$ cat config.mk
export PLATFORM = sky130hd
export DESIGN_NAME = mem_port_arbiter_flat
export DESIGN_NICKNAME = d
export VERILOG_FILES = /design/src/rtl/mem_port_arbiter_if.sv /design/src/rtl/mem_port_arbiter.sv /design/src/flat_wrapper.sv
export SDC_FILE = /design/constraint.sdc
export NUM_CORES = 1
export LEC_CHECK = 0
export CORE_MARGIN = 2
export CORE_UTILIZATION = 40
export DETAILED_ROUTE_END_ITERATION = 16
export PLACE_DENSITY = 0.78
export SLEW_MARGIN = 20
export SYNTH_ARGS = -nofsm -noshare
export SYNTH_HDL_FRONTEND = slang
export SYNTH_SLANG_ARGS = --single-unit
$ cat constraint.sdc
create_clock -name clk -period 2.42 [get_ports clk]
set_clock_uncertainty 0.2 [all_clocks]
set_input_delay 0.242 -clock clk [delete_from_list [all_inputs] [get_ports clk]]
set_output_delay 0.242 -clock clk [all_outputs]
set_load 0.01 [all_outputs]
$ cat src/rtl/mem_port_arbiter_if.sv
// mem_port_arbiter_if
//   Bundle of every handshake/bus signal on both sides of the memory port
//   arbiter: NUM_REQ requester channels (LSU side) plus the single shared
//   memory port.
//
//   Requester side (per channel, packed [NUM_REQ-1:0]):
//     req_read_valid / req_read_address          -> arbiter
//     req_read_ready / req_read_data             <- arbiter
//     req_write_valid / req_write_address /
//     req_write_data                             -> arbiter
//     req_write_ready                            <- arbiter
//   Memory side:
//     mem_read_valid / mem_read_address          <- arbiter
//     mem_read_ready / mem_read_data             -> arbiter
//     mem_write_valid / mem_write_address /
//     mem_write_data                             <- arbiter
//     mem_write_ready                            -> arbiter
//
//   modport master : the arbiter itself
//   modport slave  : the surrounding environment (LSUs + memory)
interface mem_port_arbiter_if #(
  parameter int NUM_REQ   = 4,
  parameter int ADDR_BITS = 8,
  parameter int DATA_BITS = 8
);
  logic [NUM_REQ-1:0]                req_read_valid;
  logic [NUM_REQ-1:0][ADDR_BITS-1:0] req_read_address;
  logic [NUM_REQ-1:0]                req_read_ready;
  logic [NUM_REQ-1:0][DATA_BITS-1:0] req_read_data;
  logic [NUM_REQ-1:0]                req_write_valid;
  logic [NUM_REQ-1:0][ADDR_BITS-1:0] req_write_address;
  logic [NUM_REQ-1:0][DATA_BITS-1:0] req_write_data;
  logic [NUM_REQ-1:0]                req_write_ready;

  logic                 mem_read_valid;
  logic [ADDR_BITS-1:0] mem_read_address;
  logic                 mem_read_ready;
  logic [DATA_BITS-1:0] mem_read_data;
  logic                 mem_write_valid;
  logic [ADDR_BITS-1:0] mem_write_address;
  logic [DATA_BITS-1:0] mem_write_data;
  logic                 mem_write_ready;

  modport master (
    input  req_read_valid, req_read_address,
    output req_read_ready, req_read_data,
    input  req_write_valid, req_write_address, req_write_data,
    output req_write_ready,
    output mem_read_valid, mem_read_address,
    input  mem_read_ready, mem_read_data,
    output mem_write_valid, mem_write_address, mem_write_data,
    input  mem_write_ready
  );

  modport slave (
    output req_read_valid, req_read_address,
    input  req_read_ready, req_read_data,
    output req_write_valid, req_write_address, req_write_data,
    input  req_write_ready,
    input  mem_read_valid, mem_read_address,
    output mem_read_ready, mem_read_data,
    input  mem_write_valid, mem_write_address, mem_write_data,
    output mem_write_ready
  );
endinterface

$ cat src/rtl/mem_port_arbiter.sv
// mem_port_arbiter
//   Round-robin arbiter sharing one external data-memory port among NUM_REQ
//   LSU channels. One transaction (read or write) in flight at a time, with
//   valid/ready four-phase handshakes on both sides and a stall watchdog
//   that raises a sticky error and completes the stuck transaction.
//
//   Ports:
//     clk    in   clock
//     reset  in   asynchronous, active-low reset
//     bus    --   mem_port_arbiter_if.master (requester + memory handshakes)
//     busy   out  high whenever the FSM is not idle
//     error  out  sticky watchdog timeout flag, cleared only by reset
//
//   state       | meaning
//   ------------+-----------------------------------------------------------
//   IDLE        | scanning requesters from rr pointer, no transaction active
//   READ_WAIT   | mem_read_valid high, waiting for mem_read_ready or timeout
//   WRITE_WAIT  | mem_write_valid high, waiting for mem_write_ready or timeout
//   RELEASE     | requester ready high, waiting for its valid to drop
module mem_port_arbiter #(
  parameter int NUM_REQ        = 4,
  parameter int ADDR_BITS      = 8,
  parameter int DATA_BITS      = 8,
  parameter int TIMEOUT_CYCLES = 255
) (
  input  logic               clk,
  input  logic               reset,
  mem_port_arbiter_if.master bus,
  output logic               busy,
  output logic               error
);

  localparam int PTR_W = $clog2(NUM_REQ);
  // A disabled watchdog still needs a legal 1-bit counter.
  localparam int CNT_W = (TIMEOUT_CYCLES > 0) ? $clog2(TIMEOUT_CYCLES + 1) : 1;
  localparam bit TMO_EN = (TIMEOUT_CYCLES > 0);

  typedef enum logic [1:0] {
    ST_IDLE,
    ST_READ_WAIT,
    ST_WRITE_WAIT,
    ST_RELEASE
  } state_t;

  state_t                            state_q, state_d;
  logic [PTR_W-1:0]                  rr_q, rr_d;
  logic [PTR_W-1:0]                  id_q, id_d;
  logic                              is_read_q, is_read_d;
  logic [ADDR_BITS-1:0]              addr_q, addr_d;
  logic [DATA_BITS-1:0]              wdata_q, wdata_d;
  logic [CNT_W-1:0]                  cnt_q, cnt_d;
  logic                              err_q, err_d;
  logic [NUM_REQ-1:0]                rd_rdy_q, rd_rdy_d;
  logic [NUM_REQ-1:0]                wr_rdy_q, wr_rdy_d;
  logic [NUM_REQ-1:0][DATA_BITS-1:0] rd_data_q, rd_data_d;
  logic                              mrv_q, mrv_d;
  logic                              mwv_q, mwv_d;

  logic                              scan_found;
  logic                              scan_rd;
  logic [PTR_W-1:0]                  scan_idx;
  logic [PTR_W-1:0]                  scan_cand;
  logic [CNT_W-1:0]                  cnt_inc;
  logic                              tmo_hit;

  // base + off modulo NUM_REQ; both operands are already < NUM_REQ, so one
  // conditional subtract is enough and non-power-of-2 NUM_REQ wraps correctly.
  function automatic logic [PTR_W-1:0] wrap_add(input logic [PTR_W-1:0] base,
                                                input int off);
    int sum;
    sum = int'(base) + off;
    if (sum >= NUM_REQ) sum = sum - NUM_REQ;
    return sum[PTR_W-1:0];
  endfunction

  // Round-robin scan; a requester with both valids is granted its read first.
  always_comb begin
    scan_found = 1'b0;
    scan_rd    = 1'b0;
    scan_idx   = '0;
    scan_cand  = '0;
    for (int i = 0; i < NUM_REQ; i++) begin
      scan_cand = wrap_add(rr_q, i);
      if (!scan_found &&
          (bus.req_read_valid[scan_cand] || bus.req_write_valid[scan_cand])) begin
        scan_found = 1'b1;
        scan_idx   = scan_cand;
        scan_rd    = bus.req_read_valid[scan_cand];
      end
    end
  end

  // The counter holds the number of wait edges seen; it fires on the edge
  // where it would reach TIMEOUT_CYCLES. A memory ready on that same edge wins.
  assign cnt_inc = cnt_q + CNT_W'(1);
  assign tmo_hit = TMO_EN && (cnt_inc == CNT_W'(TIMEOUT_CYCLES));

  always_comb begin
    state_d   = state_q;
    rr_d      = rr_q;
    id_d      = id_q;
    is_read_d = is_read_q;
    addr_d    = addr_q;
    wdata_d   = wdata_q;
    cnt_d     = cnt_q;
    err_d     = err_q;
    rd_rdy_d  = rd_rdy_q;
    wr_rdy_d  = wr_rdy_q;
    rd_data_d = rd_data_q;
    mrv_d     = mrv_q;
    mwv_d     = mwv_q;

    case (state_q)
      ST_IDLE: begin
        if (scan_found) begin
          id_d      = scan_idx;
          is_read_d = scan_rd;
          cnt_d     = '0;
          if (scan_rd) begin
            addr_d  = bus.req_read_address[scan_idx];
            mrv_d   = 1'b1;
            state_d = ST_READ_WAIT;
          end else begin
            addr_d  = bus.req_write_address[scan_idx];
            wdata_d = bus.req_write_data[scan_idx];
            mwv_d   = 1'b1;
            state_d = ST_WRITE_WAIT;
          end
        end
      end

      ST_READ_WAIT: begin
        cnt_d = cnt_inc;
        if (bus.mem_read_ready) begin
          mrv_d           = 1'b0;
          rd_data_d[id_q] = bus.mem_read_data;
          rd_rdy_d[id_q]  = 1'b1;
          state_d         = ST_RELEASE;
        end else if (tmo_hit) begin
          err_d           = 1'b1;
          mrv_d           = 1'b0;
          rd_data_d[id_q] = '0;
          rd_rdy_d[id_q]  = 1'b1;
          state_d         = ST_RELEASE;
        end
      end

      ST_WRITE_WAIT: begin
        cnt_d = cnt_inc;
        if (bus.mem_write_ready) begin
          mwv_d          = 1'b0;
          wr_rdy_d[id_q] = 1'b1;
          state_d        = ST_RELEASE;
        end else if (tmo_hit) begin
          err_d          = 1'b1;
          mwv_d          = 1'b0;
          wr_rdy_d[id_q] = 1'b1;
          state_d        = ST_RELEASE;
        end
      end

      ST_RELEASE: begin
        if (is_read_q ? !bus.req_read_valid[id_q] : !bus.req_write_valid[id_q]) begin
          rd_rdy_d = '0;
          wr_rdy_d = '0;
          rr_d     = wrap_add(id_q, 1);
          state_d  = ST_IDLE;
        end
      end

      default: state_d = ST_IDLE;
    endcase
  end

  always_ff @(posedge clk or negedge reset) begin
    if (!reset) begin
      state_q   <= ST_IDLE;
      rr_q      <= '0;
      id_q      <= '0;
      is_read_q <= 1'b0;
      addr_q    <= '0;
      wdata_q   <= '0;
      cnt_q     <= '0;
      err_q     <= 1'b0;
      rd_rdy_q  <= '0;
      wr_rdy_q  <= '0;
      rd_data_q <= '0;
      mrv_q     <= 1'b0;
      mwv_q     <= 1'b0;
    end else begin
      state_q   <= state_d;
      rr_q      <= rr_d;
      id_q      <= id_d;
      is_read_q <= is_read_d;
      addr_q    <= addr_d;
      wdata_q   <= wdata_d;
      cnt_q     <= cnt_d;
      err_q     <= err_d;
      rd_rdy_q  <= rd_rdy_d;
      wr_rdy_q  <= wr_rdy_d;
      rd_data_q <= rd_data_d;
      mrv_q     <= mrv_d;
      mwv_q     <= mwv_d;
    end
  end

  // Read and write share one address register; only the matching valid is high.
  assign bus.req_read_ready    = rd_rdy_q;
  assign bus.req_read_data     = rd_data_q;
  assign bus.req_write_ready   = wr_rdy_q;
  assign bus.mem_read_valid    = mrv_q;
  assign bus.mem_read_address  = addr_q;
  assign bus.mem_write_valid   = mwv_q;
  assign bus.mem_write_address = addr_q;
  assign bus.mem_write_data    = wdata_q;
  assign busy                  = (state_q != ST_IDLE);
  assign error                 = err_q;

endmodule

$ cat src/flat_wrapper.sv
// flat-port wrapper written by rule: the top's interface ports become plain ports
module mem_port_arbiter_flat 
#(
  parameter int NUM_REQ        = 4,
  parameter int ADDR_BITS      = 8,
  parameter int DATA_BITS      = 8,
  parameter int TIMEOUT_CYCLES = 255
)
  (clk, reset, busy, error, bus_req_read_valid, bus_req_read_address, bus_req_read_ready, bus_req_read_data, bus_req_write_valid, bus_req_write_address, bus_req_write_data, bus_req_write_ready, bus_mem_read_valid, bus_mem_read_address, bus_mem_read_ready, bus_mem_read_data, bus_mem_write_valid, bus_mem_write_address, bus_mem_write_data, bus_mem_write_ready);
  mem_port_arbiter_if #(.NUM_REQ(NUM_REQ), .ADDR_BITS(ADDR_BITS), .DATA_BITS(DATA_BITS)) bus_i ();
  input  logic clk;
  input  logic reset;
  output logic busy;
  output logic error;
  input wire logic [$bits(bus_i.req_read_valid)-1:0] bus_req_read_valid;
  input wire logic [$bits(bus_i.req_read_address)-1:0] bus_req_read_address;
  output wire logic [$bits(bus_i.req_read_ready)-1:0] bus_req_read_ready;
  output wire logic [$bits(bus_i.req_read_data)-1:0] bus_req_read_data;
  input wire logic [$bits(bus_i.req_write_valid)-1:0] bus_req_write_valid;
  input wire logic [$bits(bus_i.req_write_address)-1:0] bus_req_write_address;
  input wire logic [$bits(bus_i.req_write_data)-1:0] bus_req_write_data;
  output wire logic [$bits(bus_i.req_write_ready)-1:0] bus_req_write_ready;
  output wire logic [$bits(bus_i.mem_read_valid)-1:0] bus_mem_read_valid;
  output wire logic [$bits(bus_i.mem_read_address)-1:0] bus_mem_read_address;
  input wire logic [$bits(bus_i.mem_read_ready)-1:0] bus_mem_read_ready;
  input wire logic [$bits(bus_i.mem_read_data)-1:0] bus_mem_read_data;
  output wire logic [$bits(bus_i.mem_write_valid)-1:0] bus_mem_write_valid;
  output wire logic [$bits(bus_i.mem_write_address)-1:0] bus_mem_write_address;
  output wire logic [$bits(bus_i.mem_write_data)-1:0] bus_mem_write_data;
  input wire logic [$bits(bus_i.mem_write_ready)-1:0] bus_mem_write_ready;
  assign bus_i.req_read_valid = bus_req_read_valid;
  assign bus_i.req_read_address = bus_req_read_address;
  assign bus_req_read_ready = bus_i.req_read_ready;
  assign bus_req_read_data = bus_i.req_read_data;
  assign bus_i.req_write_valid = bus_req_write_valid;
  assign bus_i.req_write_address = bus_req_write_address;
  assign bus_i.req_write_data = bus_req_write_data;
  assign bus_req_write_ready = bus_i.req_write_ready;
  assign bus_mem_read_valid = bus_i.mem_read_valid;
  assign bus_mem_read_address = bus_i.mem_read_address;
  assign bus_i.mem_read_ready = bus_mem_read_ready;
  assign bus_i.mem_read_data = bus_mem_read_data;
  assign bus_mem_write_valid = bus_i.mem_write_valid;
  assign bus_mem_write_address = bus_i.mem_write_address;
  assign bus_mem_write_data = bus_i.mem_write_data;
  assign bus_i.mem_write_ready = bus_mem_write_ready;
  mem_port_arbiter #(.NUM_REQ(NUM_REQ), .ADDR_BITS(ADDR_BITS), .DATA_BITS(DATA_BITS), .TIMEOUT_CYCLES(TIMEOUT_CYCLES)) u_core (.clk(clk), .reset(reset), .bus(bus_i), .busy(busy), .error(error));
endmodule
## Word-level counts from Yosys, hierarchy flattened

Cells that the tools add are included.

- Bits of input ports: 116
- Output and inout port bits: 68
- Word-level logic and storage cells: 170
- Register bits: 74

- Add/sub/neg operators: 10
- Order comparisons: 12
- Bitwise operators: 5
- Mux-type cells: 81
- Reduce and logical (&&, ||, !) cells: 34
- Eq/ne operators: 12

Operator list:

| kind | count |
|---|---|
| two-way mux 32 bit | 2 |
| binary-select mux 8 bit (select 2 bit) | 3 |
| two-way mux 8 bit | 6 |
| AND 32 bit | 1 |
| bitwise mux 32 bit | 1 |
| inverter 32 bit | 1 |
| two-way mux 1 bit | 30 |
| two-way mux 2 bit | 15 |
| binary-select mux 1 bit (select 2 bit) | 10 |
| two-way mux 4 bit | 5 |
| < comparator 2 x 3 -> 1 bit, second input constant | 6 |
| demux 8 bit (select 2 bit) | 1 |
| case mux 4 bit (2 select lines) | 2 |
| case mux 8 bit (2 select lines) | 1 |
| nonzero test 2 bit | 8 |
| >= comparator 3 bit, second input constant | 4 |
| AND reduction 3 bit | 4 |
| AND reduction 2 bit | 5 |
| subtractor 2 x 1 -> 2 bit, second input constant | 5 |
| adder 8 x 1 -> 8 bit, second input constant | 1 |
| equality test 8 bit, second input constant | 1 |
| OR 4 bit | 2 |
| case mux 2 bit (4 select lines) | 1 |
| AND reduction 4 bit | 2 |
| other kinds (17) | 37 |

## Logic depth before layout (Yosys ltp)

Gate-level depths: netlist (run 1).

- Word-level depth: 18
- Mapped depth: 10
- Depth with buffers taken out: 8

## Worst setup path before layout (run 1)

OpenSTA, ideal clock, no wires.

- Kind: reg-to-reg
- From: reg u_core.rr_q[1]
- To: reg u_core.wdata_q[5], in the netlist u_core.bus.mem_write_data[5]
- Path buffers: 1
- Arrival: 2.209 ns
- Setup slack: -0.117 ns
- Clock period less this slack: 2.537 ns
- Data required time: 2.092 ns
- Cell stages (with the launch flop): 9
- Library setup time: 0.128 ns
- Cell sequence: dfrtp_1 -> mux4_2 -> nor2_4 -> a31oi_2 -> o21ai_4 -> buf_6 -> mux2i_1 -> mux2i_1 -> mux2_1

- Word-level cells in the longest chain between the ends: 17
- Elaborated cells on any way between the ends: 57
- Classes of those cells: add/sub (7); order compare (4); mux (34); bitwise (1); reduce/logical (11)

RTL lines:

| item | RTL line | text |
|---|---|---|
| start, declared | mem_port_arbiter.sv:46 | `logic [PTR_W-1:0] rr_q, rr_d;` |
| start signal, assigned | mem_port_arbiter.sv:192 | `rr_q <= rr_d;` |
| parallel branches: the longest is 17 deep, another holds adder 2 x 1 -> 3 bit | -- |  |
| end signal, assigned | mem_port_arbiter.sv:196 | `wdata_q <= wdata_d;` |
| end, declared | mem_port_arbiter.sv:50 | `logic [DATA_BITS-1:0] wdata_q, wdata_d;` |

Several ways; the timed one is not identified. The select of a mux whose other input is x is not followed.
A chain may end at the register's enable or synchronous reset.

## Worst setup path in the final report (run 1)

- From: in bus_req_read_valid[2]
- To: reg u_core.wdata_q[5], in the netlist u_core.bus.mem_write_data[5]

- Word-level cells in the longest chain between the ends: 15
- Elaborated cells on any way between the ends: 34
- Classes of those cells: mux (22); bitwise (1); reduce/logical (11)

RTL lines:

| item | RTL line | text |
|---|---|---|
| start, declared | flat_wrapper.sv:15 | `input wire logic [$bits(bus_i.req_read_valid)-1:0] bus_req_read_valid;` |
| binary-select mux 1 bit (select 2 bit) | mem_port_arbiter.sv:85, mem_port_arbiter.sv:88 |  |
| two-way mux 1 bit (not written as such) | mem_port_arbiter.sv:85, mem_port_arbiter.sv:88 |  |
| logical OR 1 bit | mem_port_arbiter.sv:85 | `(bus.req_read_valid[scan_cand] \|\| bus.req_write_valid[scan_cand])) begin` |
| two-way mux 1 bit | mem_port_arbiter.sv:84 | `if (!scan_found &&` |
| zero test 1 bit | mem_port_arbiter.sv:84 |  |
| logical AND 1 bit | mem_port_arbiter.sv:84 |  |
| two-way mux 1 bit | mem_port_arbiter.sv:84 |  |
| zero test 1 bit | mem_port_arbiter.sv:84 |  |
| logical AND 1 bit | mem_port_arbiter.sv:84 |  |
| two-way mux 1 bit | mem_port_arbiter.sv:84 |  |
| zero test 1 bit | mem_port_arbiter.sv:84 |  |
| logical AND 1 bit | mem_port_arbiter.sv:84 |  |
| two-way mux 2 bit or two-way mux 1 bit (tied branches) | mem_port_arbiter.sv:84 |  |
| binary-select mux 8 bit (select 2 bit) or inverter 1 bit (tied branches) | -- |  |
| two-way mux 8 bit (not written as such) or AND reduction 3 bit (tied branches) | -- |  |

Several ways; a longest one is shown, not always the timed one. The select of a mux whose other input is x is not followed.

==> results of run 1 <==
-- logic make-up (layout without fill, tap and decap cells) --
logic type	count (synthesis)	after routing
XOR/XNOR	2	2
flip-flops	74	74
AND/OR/NAND/NOR	129	129
buffers and inverters	41	268
AO/OA/AOI/OAI	109	109
adder cells (fa/ha/maj)	11	11
multiplexers	85	85
-- final timing paths --
| kind | to | cells after the start | slack, ps |
|---|---|---|---|
| min | u_core.bus.req_read_data[6]$_DFFE_PN0P_ | 2 | 200 |
| max in group asynchronous | u_core.bus.mem_read_address[1]$_DFFE_PN0P_ | 3 | 1240 |
| max reg2reg | u_core.bus.mem_write_data[5]$_DFFE_PN0P_ | 8 | -250 |
| max | u_core.bus.mem_write_data[5]$_DFFE_PN0P_ | 9 | -270 |
| min in group clk | u_core.bus.req_read_data[19]$_DFFE_PN0P_ | 2 | 280 |
| min reg2reg | u_core.bus.req_read_data[19]$_DFFE_PN0P_ | 2 | 280 |
-- cell type report --
class,instances,area share [%]
Timing Repair Buffer,243,32.21
Sequential cell,74,25.08
Multi-Input combinational cell,336,35.70
Inverter,9,0.4562
Tap cell,143,2.416
Clock buffer,9,3.042
Clock inverter,7,1.098
-- what timing repair did --
| action | 4_1_cts | 5_1_grt |
|---|---|---|
| hold buffers | 1 | 0 |
| gates cloned | 0 | 4 |
| pin swaps | 0 | 5 |
| endpoints found under the hold margin | 33 | 0 |
| resized for setup | 12 | 31 |
| endpoints found under the setup margin | 37 | 71 |
| setup buffers | 0 | 6 |
-- Yosys cell counts, types with 2 or more instances --
cell type / count
nor4_1: 4
nand2_1: 60
ha_1: 11
buf_2: 6
nor2_1: 31
nor2b_1: 5
nor3b_1: 2
clkbuf_1: 7
o21a_1: 4
o31ai_1: 2
o21ai_2: 2
buf_4: 12
a221oi_2: 10
buf_6: 7
or3_1: 2
o21ai_0: 55
mux2_2: 24
nand3_1: 8
mux2_1: 4
nand2b_1: 4
o22ai_1: 8
o221ai_1: 2
and3_1: 2
mux4_2: 7
mux2i_1: 43
a21oi_1: 13
mux2_4: 7
inv_1: 8
and2_1: 2
dfrtp_1: 74
-- metrics by stage --
stage	instance area (um^2)	hold slack, ps	util (%)
2_1_floorplan	4658	-253.6	-
3_3_place_gp	6853	17.14	60.53
3_5_place_dp	6853	24.98	60.53
4_1_cts	7182	206.7	63.44
5_1_grt	7405	252.9	65.41
6_report	7405	196.0	65.41
-- registers in the layout, indices dropped and copies added (netlist names) --
name and cells:
u_core.bus.mem_read_address 8, u_core.bus.mem_read_valid 1, u_core.bus.mem_write_data 8, u_core.bus.mem_write_valid 1, u_core.bus.req_read_data 32, u_core.bus.req_read_ready 4, u_core.bus.req_write_ready 4, u_core.cnt_q 8
u_core.error 1, u_core.id_q 2, u_core.is_read_q 1, u_core.rr_q 2, u_core.state_q 2
-- metal layers --
layer	wire, um	global-route usage, %
met5	0	0
met4	156	5.597
met3	1081	5.796
met2	7558	42.24
met1	5755	25.86
-- power groups by stage --
stage          Combinational, mW  Clock [mW]  Sequential [mW]
2_1_floorplan               3.13           0             2.31
3_3_place_gp                5.32           0             2.15
3_5_place_dp                5.45           0             2.17
4_1_cts                     5.51        1.41             2.16
5_1_grt                     6.37        1.45             2.23
6_report                    5.92        1.39             2.16
==> results.toml, run 1 <==
[timing]
rsz0062_at_grt = "yes"
fmax_mhz = 371.4
period_minus_slack_ps = 2693
setup_violations = 21
finalWorstSetupSlack_ps = -272.8
slew_viol_final = 0
final-hold-violation-count = 0
slew_headroom_pct = 68.89
fin_tns_setup_ps = -3507
worst_pin_slew_ps = 463.9
finalCritPeriodShare_pct = 111.3

[placement]
io_buffer_count = 183
dp_hpwl_um = 10920
dp.cells = 794
pre_cts_slack_ps = -603.9
gp_congestion = 0.8947

[layout]
final_common_cell = "clkdlybuf4s50_1"
nNetsFinal = 800
regArea_um2 = 1857
drive_above_1_share_pct = 23.60
n_antenna_cell = 0
syn2layout_area_growth_pct = 60.77
fin_cells = 821
mostFrequentLayoutCells = "175 x clkdlybuf4s50_1, 70 x dfrtp_1, 58 x nand2_1"
fillers = 891
multi_input_area_um2 = 2644

[floorplanning]
core_um2 = 11320
die_area_um2 = 12390
start_util_pct = 40.68
die_w_um = 111.3
ioPinCount = 184
rows = 39
die_h_um = 111.3

[setup_path]
start_kind = "input port"
worstReg2RegStart = "u_core.rr_q[0]$_DFFE_PN0P_"
cp_common_cell = "mux2i_1"
critPathMaxFanout = 10
cp_slowest_cell = "mux4_2"
required_ps = 2430
crit_type = "in2reg"
end_kind = "register"
path_cells = "clkdlybuf4s50_1 > mux4_2 > nor2_4 > a31oi_4 > o21ai_4 > clkbuf_16 > mux2i_1 > mux2i_1 > mux2_4"
path_delay_family = "multiplexers"
cpPeakStageDelay_ps = 580
cp_num_buf_inv = 2
cp_data_arrival_time_ps = 2710
crit_start = "bus_req_read_valid[2]"

[hold_path]
hp-class = "in2async"

[yosys]
synth_top_family_by_area = "multiplexers"
synth_mux_area_share_pct = 21.90
yosys.area.top_type_share_pct = 40.21
synth-compound-area-share_pct = 16.30
synth-seq-cells = 74
yosysWarningCount = 0
synth_xor_area_share_pct = 0.3803
yosys.area.top_type = "dfrtp_1"
yosys.area_share.simple_pct = 12.61
async_flop_share_pct = 100.0
synth_area_um2 = 4606
syn_nets = 578
ys_types = 55
ys_seq_area_share_pct = 40.21
synth.area.top_cells = "dfrtp_1 40%, mux2i_1 9.3%, o21ai_0 6.0%"
syn_inst = 451
synthAdderAreaFrac_pct = 2.988
synth-edff-count = 0
ys.flop_type = "dfrtp_1"
synth.avg_cell_area_um2 = 10.21

[pwr]
seq_power_share_pct = 22.8
max-vdd-ir-drop_uv = 837.3
finalPower_mw = 9.474
p_leak_nw = 3.206
powerDensity_nw_per_um2 = 1280
switching_share_pct = 38.42
internal_power_mw = 5.834
combPwrFrac_pct = 62.5
p_sw_mw = 3.640
p_clk_share_pct = 14.7

[drt]
via_per_inst = 5.308
wl_per_cell_um = 17.72
vias = 4358
wl_um = 14550
drtAntennaViolNets = 0
firstDrtPassIters = 5
drt-initial-drc-count = 209
drc_errors = 0

[status]
status = "finished, violations left"
violations = "setup timing"

[clock_tree]
clockBufferDepth = 2
clkSlewWorstSetupHoldPaths_ps = 60
cts_inserted_buffers = 9
cts.sinks = 74
root_buffer = "clkbuf_16"
cts_htree_levels = 3
clock_latency_ps = 330
cts_tree = "yes"

[global_routing]
grt_pass1_vias = 4532
overflow = 0
grt_max_degree = 42
grt_pass1_wl_um = 22880
antenna_found_initial = 0
track_usage_pct = 22.65

[run]
cap_violations = 0
Power figures use the tool's default switching activity.
==> run 2: changes to the inputs <==
Settings changed: PLACE_DENSITY 0.78 to 0.84.
==> results.toml, run 2 (synthesized netlist as in run 1, its figures left out) <==
[timing]
slew_headroom_pct = 37.55
period_minus_slack_ps = 2700
worst_pin_slew_ps = 936.7
slew_viol_final = 0
fmax_mhz = 370.3
finalWorstSetupSlack_ps = -280.3
rsz0062_at_grt = "yes"
finalCritPeriodShare_pct = 111.6
setup_violations = 24
fin_tns_setup_ps = -3409
final-hold-violation-count = 0

[floorplanning]
ioPinCount = 184
die_area_um2 = 12390
die_h_um = 111.3
die_w_um = 111.3
start_util_pct = 40.68
rows = 39
core_um2 = 11320

[clock_tree]
clock_latency_ps = 330
cts.sinks = 74
cts_htree_levels = 3
cts_tree = "yes"
cts_inserted_buffers = 9
clockBufferDepth = 2
root_buffer = "clkbuf_16"
clkSlewWorstSetupHoldPaths_ps = 60

[global_routing]
track_usage_pct = 22.59
overflow = 0
grt_pass1_wl_um = 22830
antenna_found_initial = 0
grt_max_degree = 75
grt_pass1_vias = 4495

[layout]
final_common_cell = "clkdlybuf4s50_1"
syn2layout_area_growth_pct = 60.09
stdcell_area_um2 = 7373
largest_reg_flops = 32
fillers = 886
n_antenna_cell = 0
drive_above_1_share_pct = 23.12
nNetsFinal = 801
mostFrequentLayoutCells = "176 x clkdlybuf4s50_1, 70 x dfrtp_1, 60 x nand2_1"

[pwr]
powerDensity_nw_per_um2 = 1284
max-vdd-ir-drop_uv = 685.1
p_leak_nw = 3.194

[setup_path]
start_kind = "register"
crit_type = "reg2reg"
critPathMaxFanout = 12
required_ps = 2420
cp_num_buf_inv = 1
cp_slowest_cell = "mux4_2"
path_delay_family = "multiplexers"
cp_data_arrival_time_ps = 2700
end_kind = "register"
cpPeakStageDelay_ps = 590
path_cells = "mux4_2 > nor2_4 > o21ai_2 > o211ai_4 > buf_12 > mux2_4 > a221oi_2 > o22ai_2"

[status]
status = "finished, violations left"
violations = "setup timing"

[drt]
wl_per_cell_um = 17.77
vias = 4361
drc_errors = 0
routed.top_layer = "met4"
via_per_inst = 5.305
dr_wl_met3_um = 1042
drt-initial-drc-count = 200
met1_length_um = 5716
drtAntennaViolNets = 0
firstDrtPassIters = 4
wl_um = 14610
wl_met2_um = 7551

[placement]
dp_hpwl_um = 11180
pre_cts_slack_ps = -622.8
io_buffer_count = 183
gp_congestion = 0.8860
dpl_cell_area_um2 = 6898

[run]
cap_violations = 0

[hold_path]
hp-class = "reg2reg"
==> run 2: cell count changes in the layout (fill, tap and decap cells not counted), moves of 2 or more <==
cell / delta
clkbuf_16: -2
and2_4: -2
buf_6: +5
nand2_2: -2
o21ai_1: -3
o21ai_0: +2
mux2i_2: +2
nand2_1: +2
dlygate4sd2_1: -2
mux2i_1: -2
==> run 2: final timing paths <==
check / startpoint / endpoint / slack (ps) / cells after the start
max: u_core.rr_q[1]$_DFFE_PN0P_ / u_core.bus.mem_read_address[5]$_DFFE_PN0P_ / -280 / 8
min: u_core.error$_DFFE_PN0P_ / u_core.error$_DFFE_PN0P_ / 260 / 1
max reg2reg: u_core.rr_q[1]$_DFFE_PN0P_ / u_core.bus.mem_read_address[5]$_DFFE_PN0P_ / -280 / 8
min reg2reg: u_core.error$_DFFE_PN0P_ / u_core.error$_DFFE_PN0P_ / 260 / 1
max in group asynchronous: reset / u_core.cnt_q[1]$_DFFE_PN0P_ / 950 / 2
min in group asynchronous: reset / u_core.bus.mem_write_data[7]$_DFFE_PN0P_ / 410 / 2
==> run 2: worst reg2reg max path, delay by kind of cell (launching register included) <==
kind,cells,cell delay (ps)
flops,1,390
mux,2,910
compound gates,4,680
simple gates,1,180
buf+inv,1,200
==> run 2: layout make-up <==
type,count,area [um^2],area share (%)
clock inverters,7,81.33,1.103
well taps,143,178.9,2.427
clock buffers,9,225.2,3.054
repair buffers,244,2384,32.33
multi-input cells,336,2614,35.45
flip-flops and latches,74,1857,25.18
inverters,9,33.78,0.4582
==> run 2: per-layer routing <==
metal / global-route usage (%) / vias up
li1: - / 2075
met1: 26.92 / 2077
met2: 40.49 / 181
met3: 6.452 / 28
met4: 5.267 / 0
met5: 0 / -
==> run 2: power breakdown <==
part | total [mW] | leakage (nW) | internal, mW | switching [mW]
combinational | 5.93 | 2.11 | 3.24 | 2.68
clock | 1.36 | 0.147 | 0.814 | 0.543
sequential | 2.18 | 0.935 | 1.77 | 0.411
==> run 2: what timing repair did <==
item | CTS | global route
hold endpoints to repair | 74 | 0
gates resized for setup | 13 | 25
hold buffers | 1 | 0
gates cloned | 0 | 1
endpoints found under the setup margin | 29 | 69
pin swaps | 3 | 6
setup buffers | 1 | 3
==> run 2: through the flow <==
| step | total power [mW] | hold slack [ps] | instances | util, % |
|---|---|---|---|---|
| 3_3_place_gp | 7.595 | 230.5 | 800 | 60.93 |
| 6_report | 9.468 | 259.2 | 822 | 65.13 |
| 4_1_cts | 9.237 | 267.0 | 818 | 64.00 |
| 3_5_place_dp | 7.765 | 241.9 | 800 | 60.93 |
| 2_1_floorplan | 5.441 | -253.6 | 451 | - |
| 5_1_grt | 10.05 | 292.4 | 822 | 65.13 |
==> run 3: changes to the inputs <==
Settings changed: SLEW_MARGIN 20 to not set.
==> results of run 3 <==
No change in the layout: final DEF, timing and power equal those of run 2.
